**config.mk**
```make
export PLATFORM = sky130hd
export DESIGN_NAME = vme_cmd_sequencer_flat
export DESIGN_NICKNAME = d
export VERILOG_FILES = /design/src/rtl/vme_seq_pkg.sv /design/src/rtl/vme_cmd_sequencer_if.sv /design/src/rtl/vme_seq_result_fifo.sv /design/src/rtl/vme_cmd_sequencer.sv /design/src/flat_wrapper.sv
export SDC_FILE = /design/constraint.sdc
export NUM_CORES = 2
export LEC_CHECK = 0
export BUFFER_PORTS_ARGS = -buffer_cell sky130_fd_sc_hd__buf_2
export CORE_AREA = 4 4 495 497
export DETAILED_ROUTE_END_ITERATION = 10
export DIE_AREA = 0 0 499 501
export PLACE_DENSITY = 0.87
export SYNTH_ARGS = -nofsm -noshare
export SYNTH_HDL_FRONTEND = slang
export SYNTH_SLANG_ARGS = --single-unit
```
**constraint.sdc**
```tcl
create_clock -name clk -period 8.3 [get_ports clk]
set_input_delay 1.66 -clock clk [delete_from_list [all_inputs] [get_ports clk]]
set_output_delay 1.66 -clock clk [all_outputs]
set_load 0.02 [all_outputs]
```
**src/rtl/vme_seq_pkg.sv**
```systemverilog
// vme_seq_pkg: shared op codes, FSM states and command word helpers for the VME command sequencer
package vme_seq_pkg;
  typedef enum logic [1:0] {
    OP_WRITE = 2'b00,
    OP_READ  = 2'b01,
    OP_WAIT  = 2'b10,
    OP_END   = 2'b11
  } op_e;
  localparam logic [2:0] S_IDLE   = 3'd0;
  localparam logic [2:0] S_FETCH  = 3'd1;
  localparam logic [2:0] S_DECODE = 3'd2;
  localparam logic [2:0] S_ISSUE  = 3'd3;
  localparam logic [2:0] S_RSP    = 3'd4;
  localparam logic [2:0] S_PAUSE  = 3'd5;
  localparam logic [2:0] S_DONE   = 3'd6;
  localparam int CMD_RD_BIT = 25;
  localparam int CMD_WR_BIT = 24;
  localparam int REC_TMO_OFS  = 2;
  localparam int REC_MISM_OFS = 1;
  localparam int REC_RD_OFS   = 0;
  function automatic logic [31:0] cmd_word(input logic rd, input logic [15:0] a);
    cmd_word = 32'(a);
    cmd_word[CMD_RD_BIT] = rd;
    cmd_word[CMD_WR_BIT] = ~rd;
  endfunction
endpackage

```
**src/rtl/vme_cmd_sequencer_if.sv**
```systemverilog
// vme_cmd_sequencer_if: internal VME command/data register handshake between sequencer and slave
interface vme_cmd_sequencer_if;
  logic        vme_cmd_rd;
  logic        vme_start;
  logic [31:0] vme_cmd_reg;
  logic [31:0] vme_dat_reg_in;
  logic [31:0] vme_dat_reg_out;
  logic        vme_dat_wr;
  modport master (
    input  vme_cmd_rd, vme_dat_reg_out, vme_dat_wr,
    output vme_start, vme_cmd_reg, vme_dat_reg_in
  );
  modport slave (
    output vme_cmd_rd, vme_dat_reg_out, vme_dat_wr,
    input  vme_start, vme_cmd_reg, vme_dat_reg_in
  );
endinterface

```
**src/rtl/vme_seq_result_fifo.sv**
```systemverilog
// vme_seq_result_fifo: synchronous first-word-fall-through result FIFO
module vme_seq_result_fifo #(
  parameter int WIDTH = 8,
  parameter int DEPTH = 16
) (
  input  logic             clk,
  input  logic             rst,
  input  logic             push,
  input  logic             pop,
  input  logic [WIDTH-1:0] din,
  output logic [WIDTH-1:0] dout,
  output logic             full,
  output logic             empty
);
  localparam int AW = $clog2(DEPTH);
  localparam int PW = AW + 1;
  logic [WIDTH-1:0] mem_q [DEPTH];
  logic [PW-1:0] wp_q, wp_d, rp_q, rp_d, count;
  logic do_push, do_pop;
  // pointer arithmetic; a push while full is accepted only alongside a pop
  always_comb begin
    count = wp_q - rp_q;
    full = count == PW'(DEPTH);
    empty = count == '0;
    do_pop = pop && !empty;
    do_push = push && (!full || do_pop);
    wp_d = wp_q + PW'(do_push);
    rp_d = rp_q + PW'(do_pop);
    dout = mem_q[rp_q[AW-1:0]];
  end
  // pointer registers
  always_ff @(posedge clk) begin
    if (rst) begin
      wp_q <= '0;
      rp_q <= '0;
    end else begin
      wp_q <= wp_d;
      rp_q <= rp_d;
    end
  end
  // storage, never reset
  always_ff @(posedge clk) begin
    if (do_push) mem_q[wp_q[AW-1:0]] <= din;
  end
endmodule

```
**src/rtl/vme_cmd_sequencer.sv**
```systemverilog
// vme_cmd_sequencer: replays a preloaded VME command list and logs checked results into a FIFO
module vme_cmd_sequencer
  import vme_seq_pkg::*;
#(
  parameter int          DATA_W    = 16,
  parameter int          DEPTH     = 64,
  parameter int          RES_DEPTH = 16,
  parameter int          TIMEOUT   = 1024,
  parameter logic [31:0] CMD_MASK  = 32'h00a80000
) (
  input  logic                       clk,
  input  logic                       rst,
  input  logic                       load_en,
  input  logic [$clog2(DEPTH)-1:0]   load_addr,
  input  logic [17+2*DATA_W:0]       load_data,
  input  logic                       start,
  input  logic                       abort,
  input  logic                       loop_mode,
  output logic                       busy,
  output logic                       done,
  output logic [15:0]                err_cnt,
  vme_cmd_sequencer_if.master        bus,
  input  logic                       res_rd,
  output logic                       res_valid,
  output logic [18+DATA_W:0]         res_data
);
  localparam int AW = $clog2(DEPTH);
  localparam int EW = 18 + 2 * DATA_W;
  localparam int RW = 19 + DATA_W;
  localparam int TW = $clog2(TIMEOUT + 1);
  localparam int CW = TW > DATA_W ? TW : DATA_W;
  logic [EW-1:0] list_q [DEPTH];
  logic [EW-1:0] ent_q;
  logic [2:0] state_q, state_d;
  logic [AW-1:0] ptr_q, ptr_d;
  logic [CW-1:0] cnt_q, cnt_d;
  logic [15:0] err_q, err_d;
  logic start_q, start_d;
  logic [31:0] cmd_q, cmd_d, dat_q, dat_d;
  op_e e_op;
  logic [15:0] e_addr;
  logic [DATA_W-1:0] e_data, e_mask, rd;
  logic is_read, mism, tmo, resp, err_inc, full, empty;
  logic [RW-1:0] rec;
  // entry decode, read check and result record; write records carry the written data
  always_comb begin
    e_op = op_e'(ent_q[EW-1 -: 2]);
    e_addr = ent_q[2*DATA_W +: 16];
    e_data = ent_q[DATA_W +: DATA_W];
    e_mask = ent_q[0 +: DATA_W];
    is_read = e_op == OP_READ;
    rd = bus.vme_dat_reg_out[DATA_W-1:0];
    mism = is_read && |((rd ^ e_data) & e_mask);
    tmo = cnt_q == CW'(TIMEOUT);
    resp = state_q == S_RSP && (bus.vme_dat_wr || tmo);
    err_inc = resp && (!bus.vme_dat_wr || mism);
    rec = bus.vme_dat_wr ? {1'b0, mism, is_read, e_addr, is_read ? rd : e_data}
                         : {1'b1, 1'b0, is_read, e_addr, {DATA_W{1'b0}}};
  end
  // sequencer FSM; command strobe and registers default back to their idle values every cycle
  always_comb begin
    state_d = state_q;
    ptr_d = ptr_q;
    cnt_d = cnt_q;
    err_d = err_inc && err_q != 16'hFFFF ? err_q + 16'd1 : err_q;
    start_d = 1'b0;
    cmd_d = CMD_MASK;
    dat_d = '0;
    case (state_q)
      S_IDLE: if (start && !abort) begin
        state_d = S_FETCH;
        ptr_d = '0;
        err_d = '0;
      end
      S_FETCH: state_d = abort ? S_IDLE : S_DECODE;
      S_DECODE: if (abort) state_d = S_IDLE;
      else case (e_op)
        OP_WRITE, OP_READ: state_d = S_ISSUE;
        OP_WAIT: begin
          state_d = e_data == '0 ? S_FETCH : S_PAUSE;
          ptr_d = e_data == '0 ? ptr_q + 1'b1 : ptr_q;
          cnt_d = CW'(e_data);
        end
        OP_END: state_d = S_DONE;
      endcase
      S_ISSUE: if (abort) state_d = S_IDLE;
      else if (bus.vme_cmd_rd && !full) begin
        state_d = S_RSP;
        start_d = 1'b1;
        cmd_d = cmd_word(is_read, e_addr) | CMD_MASK;
        dat_d = is_read ? '0 : 32'(e_data);
        cnt_d = '0;
      end
      S_RSP: if (resp) begin
        state_d = abort ? S_IDLE : S_FETCH;
        ptr_d = ptr_q + 1'b1;
      end else cnt_d = cnt_q + 1'b1;
      S_PAUSE: if (abort) state_d = S_IDLE;
      else if (cnt_q == CW'(1)) begin
        state_d = S_FETCH;
        ptr_d = ptr_q + 1'b1;
      end else cnt_d = cnt_q - 1'b1;
      S_DONE: begin
        state_d = !abort && loop_mode ? S_FETCH : S_IDLE;
        ptr_d = '0;
      end
      default: state_d = S_IDLE;
    endcase
  end
  // state and output registers
  always_ff @(posedge clk) begin
    if (rst) begin
      state_q <= S_IDLE;
      ptr_q <= '0;
      cnt_q <= '0;
      err_q <= '0;
      start_q <= 1'b0;
      cmd_q <= CMD_MASK;
      dat_q <= '0;
    end else begin
      state_q <= state_d;
      ptr_q <= ptr_d;
      cnt_q <= cnt_d;
      err_q <= err_d;
      start_q <= start_d;
      cmd_q <= cmd_d;
      dat_q <= dat_d;
    end
  end
  // command list RAM, loadable only while idle, read continuously at the pointer
  always_ff @(posedge clk) begin
    if (load_en && !busy) list_q[load_addr] <= load_data;
    ent_q <= list_q[ptr_q];
  end
  vme_seq_result_fifo #(.WIDTH(RW), .DEPTH(RES_DEPTH)) u_fifo (
    .clk   (clk),
    .rst   (rst),
    .push  (resp),
    .pop   (res_rd),
    .din   (rec),
    .dout  (res_data),
    .full  (full),
    .empty (empty)
  );
  assign busy = state_q != S_IDLE;
  assign done = state_q == S_DONE;
  assign err_cnt = err_q;
  assign res_valid = !empty;
  assign bus.vme_start = start_q;
  assign bus.vme_cmd_reg = cmd_q;
  assign bus.vme_dat_reg_in = dat_q;
endmodule
```
**src/flat_wrapper.sv**
```systemverilog
// flat-port wrapper written by rule: the top's interface ports become plain ports
module vme_cmd_sequencer_flat import vme_seq_pkg::*;
#(
  parameter int          DATA_W    = 16,
  parameter int          DEPTH     = 64,
  parameter int          RES_DEPTH = 16,
  parameter int          TIMEOUT   = 1024,
  parameter logic [31:0] CMD_MASK  = 32'h00a80000
)
  (clk, rst, load_en, load_addr, load_data, start, abort, loop_mode, busy, done, err_cnt, res_rd, res_valid, res_data, bus_vme_cmd_rd, bus_vme_dat_reg_out, bus_vme_dat_wr, bus_vme_start, bus_vme_cmd_reg, bus_vme_dat_reg_in);
  vme_cmd_sequencer_if bus_i ();
  input  logic clk;
  input  logic rst;
  input  logic load_en;
  input  logic [$clog2(DEPTH)-1:0] load_addr;
  input  logic [17+2*DATA_W:0] load_data;
  input  logic start;
  input  logic abort;
  input  logic loop_mode;
  output logic busy;
  output logic done;
  output logic [15:0] err_cnt;
  input  logic res_rd;
  output logic res_valid;
  output logic [18+DATA_W:0] res_data;
  input wire logic [$bits(bus_i.vme_cmd_rd)-1:0] bus_vme_cmd_rd;
  input wire logic [$bits(bus_i.vme_dat_reg_out)-1:0] bus_vme_dat_reg_out;
  input wire logic [$bits(bus_i.vme_dat_wr)-1:0] bus_vme_dat_wr;
  output wire logic [$bits(bus_i.vme_start)-1:0] bus_vme_start;
  output wire logic [$bits(bus_i.vme_cmd_reg)-1:0] bus_vme_cmd_reg;
  output wire logic [$bits(bus_i.vme_dat_reg_in)-1:0] bus_vme_dat_reg_in;
  assign bus_i.vme_cmd_rd = bus_vme_cmd_rd;
  assign bus_i.vme_dat_reg_out = bus_vme_dat_reg_out;
  assign bus_i.vme_dat_wr = bus_vme_dat_wr;
  assign bus_vme_start = bus_i.vme_start;
  assign bus_vme_cmd_reg = bus_i.vme_cmd_reg;
  assign bus_vme_dat_reg_in = bus_i.vme_dat_reg_in;
  vme_cmd_sequencer #(.DATA_W(DATA_W), .DEPTH(DEPTH), .RES_DEPTH(RES_DEPTH), .TIMEOUT(TIMEOUT), .CMD_MASK(CMD_MASK)) u_core (.clk(clk), .rst(rst), .load_en(load_en), .load_addr(load_addr), .load_data(load_data), .start(start), .abort(abort), .loop_mode(loop_mode), .busy(busy), .done(done), .err_cnt(err_cnt), .bus(bus_i), .res_rd(res_rd), .res_valid(res_valid), .res_data(res_data));
endmodule
```
Yosys cells after proc, flatten, opt, wreduce, memory -nomap -nowiden
Memories as Yosys holds them, arrays and structs flattened. A register that Yosys moved wholly into a read port is not among the register bits.
Index checks and enable logic that the tools add are counted.
W data, S select, Z words.
{"block": "classes", "addsub": 7, "n_eq_ne": 26, "mux": 40, "bitwise_logic": 5, "reduce_logical": 33}
{"operator": "$mux W16", "count": 11}
{"operator": "$pmux W16 S4", "count": 1}
{"operator": "$mux W6", "count": 7}
{"operator": "$mux W35", "count": 1}
{"operator": "$add A16 B1 Y16 const B", "count": 2}
{"operator": "$pmux W6 S5", "count": 1}
{"operator": "$mux W3", "count": 8}
{"operator": "$pmux W3 S7", "count": 1}
{"operator": "$and A16 B16 Y16", "count": 1}
{"operator": "$eq A16 B1 Y1 const B", "count": 1}
{"operator": "$eq A16 B11 Y1 const B", "count": 1}
{"operator": "$logic_not A16 Y1", "count": 1}
{"operator": "$ne A16 B16 Y1 const B", "count": 1}
{"operator": "$reduce_and A8 Y1", "count": 2}
{"operator": "$reduce_or A16 Y1", "count": 1}
{"operator": "$sub A16 B1 Y16 const B", "count": 1}
{"operator": "$xor A16 B16 Y16", "count": 1}
{"operator": "$ne A2 B2 Y1 const B", "count": 6}
{"operator": "$add A5 B1 Y5", "count": 2}
{"operator": "$logic_and A1 B1 Y1", "count": 10}
{"operator": "$ne A2 B1 Y1 const B", "count": 5}
{"operator": "$eq A3 B3 Y1 const B", "count": 3}
{"operator": "$pmux W3 S3", "count": 1}
{"operator": "$mux W1", "count": 7}
{"operator": "other kinds (24)", "count": 35}
{"block": "totals", "regBits": 116, "mem_bits_rw": 3760, "input_bits": 97, "elab_cells": 124, "n_memories": 2}
{"memory": "u_core.list_q", "depth": 64, "word_bits": 50, "rd": 1, "rd_ports_with_merged_regs": 1, "write_ports": 1, "line_no": "vme_cmd_sequencer.sv:32", "source": "logic [EW-1:0] list_q [DEPTH];"}
{"memory": "u_core.u_fifo.mem_q", "depth": 16, "word_bits": 35, "rd": 1, "rd_ports_with_merged_regs": 1, "write_ports": 1, "line_no": "vme_seq_result_fifo.sv:17", "source": "logic [WIDTH-1:0] mem_q [DEPTH];"}

Depth between registers and ports, before layout
{"block": "depth", "depth_word": 10, "depth_mapped": 18, "ltp_nobuf": 14}

By module
From an unflattened synthesis, not the netlist that was laid out.
{"block": "hier_totals", "cells_unflattened": 6334, "area_unflattened_um2": 148850.3}
{"module": "vme_cmd_sequencer", "instances": 1, "cells_per_inst": 5283, "area_each_um2": 126796.6, "seq_area_each_um2": 98614.6}
{"module": "vme_seq_result_fifo", "instances": 1, "cells_per_inst": 1051, "area_each_um2": 22053.7, "seq_area_each_um2": 17016.3}

Least setup slack after synthesis
No wires, ideal clock.
{"block": "synth_path", "kind": "register to register", "from": "register u_core.u_fifo.rp_q[1]", "to": "memory u_core.u_fifo.mem_q[10][0] in the netlist's numbering, enable pin", "setup_ns": 0.515, "t_arrival_ns": 5.901, "required_time_ns": 7.785, "setup_slack_ns": 1.885, "stages_incl_launch_ff": 13, "path_buffers": 3, "period_less_slack_ns": 6.415, "path_cell_list": "dfxtp_1 clkbuf_1 clkbuf_1 clkbuf_1 inv_1 ha_1 nor2b_1 o21a_1 or2_1 and3_1 o21ai_1 o21ai_1 nor4_1"}
{"block": "synth_via", "elab_chain_len": 8, "word_cells_on_any_way": 10, "classes_between": "add/sub (1); eq/ne (1); mux (2); reduce/logical (6)"}
{"item": "from (decl)", "line_no": "vme_seq_result_fifo.sv:18", "source": "logic [PW-1:0] wp_q, wp_d, rp_q, rp_d, count;"}
{"item": "from (signal assigned)", "line_no": "vme_seq_result_fifo.sv:38", "source": "rp_q <= rp_d;"}
{"item": "$sub A5 B5 Y5 (*)", "line_no": "vme_seq_result_fifo.sv:22", "source": "count = wp_q - rp_q;"}
{"item": "$logic_not A5 Y1", "line_no": "vme_seq_result_fifo.sv:24", "source": "empty = count == '0;"}
{"item": "$logic_not A1 Y1", "line_no": "vme_seq_result_fifo.sv:25", "source": "do_pop = pop && !empty;"}
{"item": "$logic_and A1 B1 Y1", "line_no": "vme_seq_result_fifo.sv:25"}
{"item": "$logic_or A1 B1 Y1 (*)", "line_no": "vme_seq_result_fifo.sv:26", "source": "do_push = push && (!full || do_pop);"}
{"item": "$logic_and A1 B1 Y1 (*)", "line_no": "vme_seq_result_fifo.sv:26"}
{"item": "$mux W1 (*)", "line_no": "vme_seq_result_fifo.sv:43", "source": "if (do_push) mem_q[wp_q[AW-1:0]] <= din;"}
{"item": "$mux W1 (not written as such) (*)", "line_no": "vme_seq_result_fifo.sv:43"}
{"item": "to (decl)", "line_no": "vme_seq_result_fifo.sv:17"}
Mark *: on every way between the ends. The rest lies on a longest branch, timed or not.

==> run metrics <==
post-cts repair resize count=0; largest register by flop count=u_core.list_q; RSZ-0062 raised after global routing=no; GRT Resource Usage Total=0.398; Fmax achieved=161 MHz; Die X=499 µm; max FFs per register=3200; Via Count=81100; synthesis-stage register bit count=3896; Cell Rows=180; effective utilization at floorplan=0.618; Die ar.=250000 µm²; grt total ovfl=0; post-synthesis cell area=149000 µm²; Design Area, Final=166000 µm²; final setup violation count=0; Crit path arrival time=4.54 ns; fin util=0.690; GPL Wtd Cong=0.844; critical path startpoint category=flip-flop; sequential share of the synthesized area=0.779; post-synth top area share=0.760; post-DP HPWL=229000 µm; Top FF cell, synth=edfxtp_1; crit-path max cell delay=1.04 ns; clock latency at the later pin of the worst-skew pair=1.03 ns; most frequent CP cell=mux4_2; Worst Tran Pin Value=1.51 ns; vias in the first global route=79900; relative slew slack=-0.00928; post-synth top area cell=edfxtp_1; cts bufs inserted=377; post-synth cell types=68; final period utilization=0.747; vias per cell=8.06; CP Buf/Inv Count=2; Synth Instances=6175; Worst Path Max Fanout=76; clock sink total=3896; outcome=finished, violations left; Final ANT Viol Nets=0; 1st-iter DRT viols=18800; post-cts hold buffer count=0; commonest non-fill, non-tap cells in the layout=3760 x edfxtp_1, 1196 x mux4_2, 384 x clkbuf_16; buffer levels on the longest clock path=4; wire per inst=49.0 µm; commonest non-fill, non-tap cell in the layout=edfxtp_1; CTS tree=built; initial antenna violation count=52; I/O pin count=216; Post-Route WL=493000 µm; WP data required=6.64 ns; multi-input combinational cell area=31800 µm²; failing checks=DRC, capacitance limit, slew limit; Cell Area, Placed=154000 µm²; Crit. End Element=output port; H-Tree Depth=5; number of flops mapped to enable cells by yosys=3760; Slew Limit Fails=17; delay-heaviest family, CP=buffers and inverters; Slowest cell on crit path=buf_4; die height=501 µm; syn_area_per_cell=24.1 µm²; Fill cells=12400; worst vdd ir=258 µV; first-pass GRT wire length=674000 µm; fraction of final layout cells sized beyond drive strength 1=0.314; Root Driver=clkbuf_16; CP cell instances=buf_4, mux4_2, mux4_2, buf_2; DR pass1 iterations=11; Port Buffers=169; sequential cell area=116000 µm²; Synth area leaders=edfxtp_1 76%, mux4_2 18%, dfxtp_1 1.8%; hold crit path type=reg2reg; fraction of registers with async set/reset=0; Final Hold Vio Count=0; crit path kind=reg2out; core area=240000 µm²; largest net degree at the start of global routing=146; setup_tns=0 ns; Layout Nets=6655; warnings from Yosys=0; P&R area growth vs syn=11.6%; crit path time final=6.20 ns; MaxCap Viol Count=1; Lkg Pwr=50.2 nW; PwrDens=253 nW/µm²; Clock Skew=0.105 ns; Residual DRC=1; CTS clk-pin slew, worst paths=0.06 ns; postcts setup bufs=0
## Yosys cell counts, drive strengths merged (5+ instances only)
| master | instances |
|---|---|
| a211oi | 35 |
| a21oi | 85 |
| a22oi | 13 |
| a31oi | 6 |
| and2 | 21 |
| and3 | 27 |
| and4 | 5 |
| buf | 189 |
| clkbuf | 172 |
| dfxtp | 136 |
| edfxtp | 3760 |
| ha | 14 |
| inv | 18 |
| mux2i | 32 |
| mux4 | 1196 |
| nand2 | 77 |
| nand2b | 12 |
| nand3 | 27 |
| nand4 | 15 |
| nor2 | 124 |
| nor2b | 40 |
| nor3 | 18 |
| nor3b | 5 |
| nor4 | 16 |
| o21ai | 28 |
| xnor2 | 16 |
| xor2 | 28 |
## path summary, 6_finish.rpt
kind	from	to	slack, ns	depth (start not counted)
setup / recovery	u_core.u_fifo.rp_q[1]$_SDFF_PP0_	res_data[6]	2.10	4
hold / removal	u_core.cnt_q[15]$_SDFFE_PP0P_	u_core.cnt_q[15]$_SDFFE_PP0P_	0.53	2
setup reg to reg	u_core.state_q[0]$_SDFFE_PP0P_	u_core.list_q[6][47]$_DFFE_PP_	2.66	7
hold reg to reg	u_core.cnt_q[15]$_SDFFE_PP0P_	u_core.cnt_q[15]$_SDFFE_PP0P_	0.53	2
## cell type report
| cell class | instances | share of cell area |
|---|---|---|
| diodes | 49 | 0.000740 |
| well taps | 3185 | 0.0240 |
| flip-flops and latches | 3896 | 0.698 |
| clock inverters | 195 | 0.0104 |
| repair buffers | 323 | 0.0135 |
| multi-input cells | 1926 | 0.192 |
| inverters | 20 | 0.000453 |
| clock buffers | 471 | 0.0607 |
## per-stage QoR
stage | setup WS (ns) | total power [mW] | cells | hold slack (ns)
after floorplan | 1.88 | 23.9 | 6203 | 0.479
after global placement | 3.17 | 24.6 | 9346 | 0.490
after detailed placement | 2.99 | 24.8 | 9346 | 0.517
after CTS | 2.28 | 41.8 | 10000 | 0.529
after global routing | 2.08 | 42.8 | 10000 | 0.563
final | 2.10 | 41.9 | 10100 | 0.528
## where the power goes
group	total (mW)	leakage [nW]	internal [mW]	switching, mW
sequential	21.8	35.0	21.6	0.157
clock	17.4	5.78	9.49	7.89
combinational	2.75	9.45	1.21	1.53
## cells by family (layout without fill, tap and decap cells)
family,Yosys count,after routing,synth area share
and+or+nand+nor,404,404,0.0137
DFF,3896,3896,0.779
xor gates and xnor gates,44,44,0.00259
adders and majority gates,14,14,0.00118
AOI/OAI and AO/OA,205,205,0.00870
muxes,1229,1229,0.184
other,2,79,0.0000506
buffers and inverters,381,1009,0.0117
## per-layer routing
layer	vias up	part of all wire	wire length [µm]	track usage
met5	-	0.00075	368	0.00232
met3	2717	0.15	72300	0.126
met2	10200	0.47	232000	0.616
li1	27200	-	-	-
met1	40900	0.28	141000	0.478
met4	42	0.097	47800	0.291
## worst register-to-register path, stage by stage, from the launching register on
cell     delay [ns]
dfxtp_1        0.61
nor3_2         0.98
buf_4          0.42
nand2_1        0.11
nor2_1         0.28
nand3_1        0.94
nor2_4         0.87
buf_4          0.99
No activity file was read; power rests on OpenSTA's default activity.
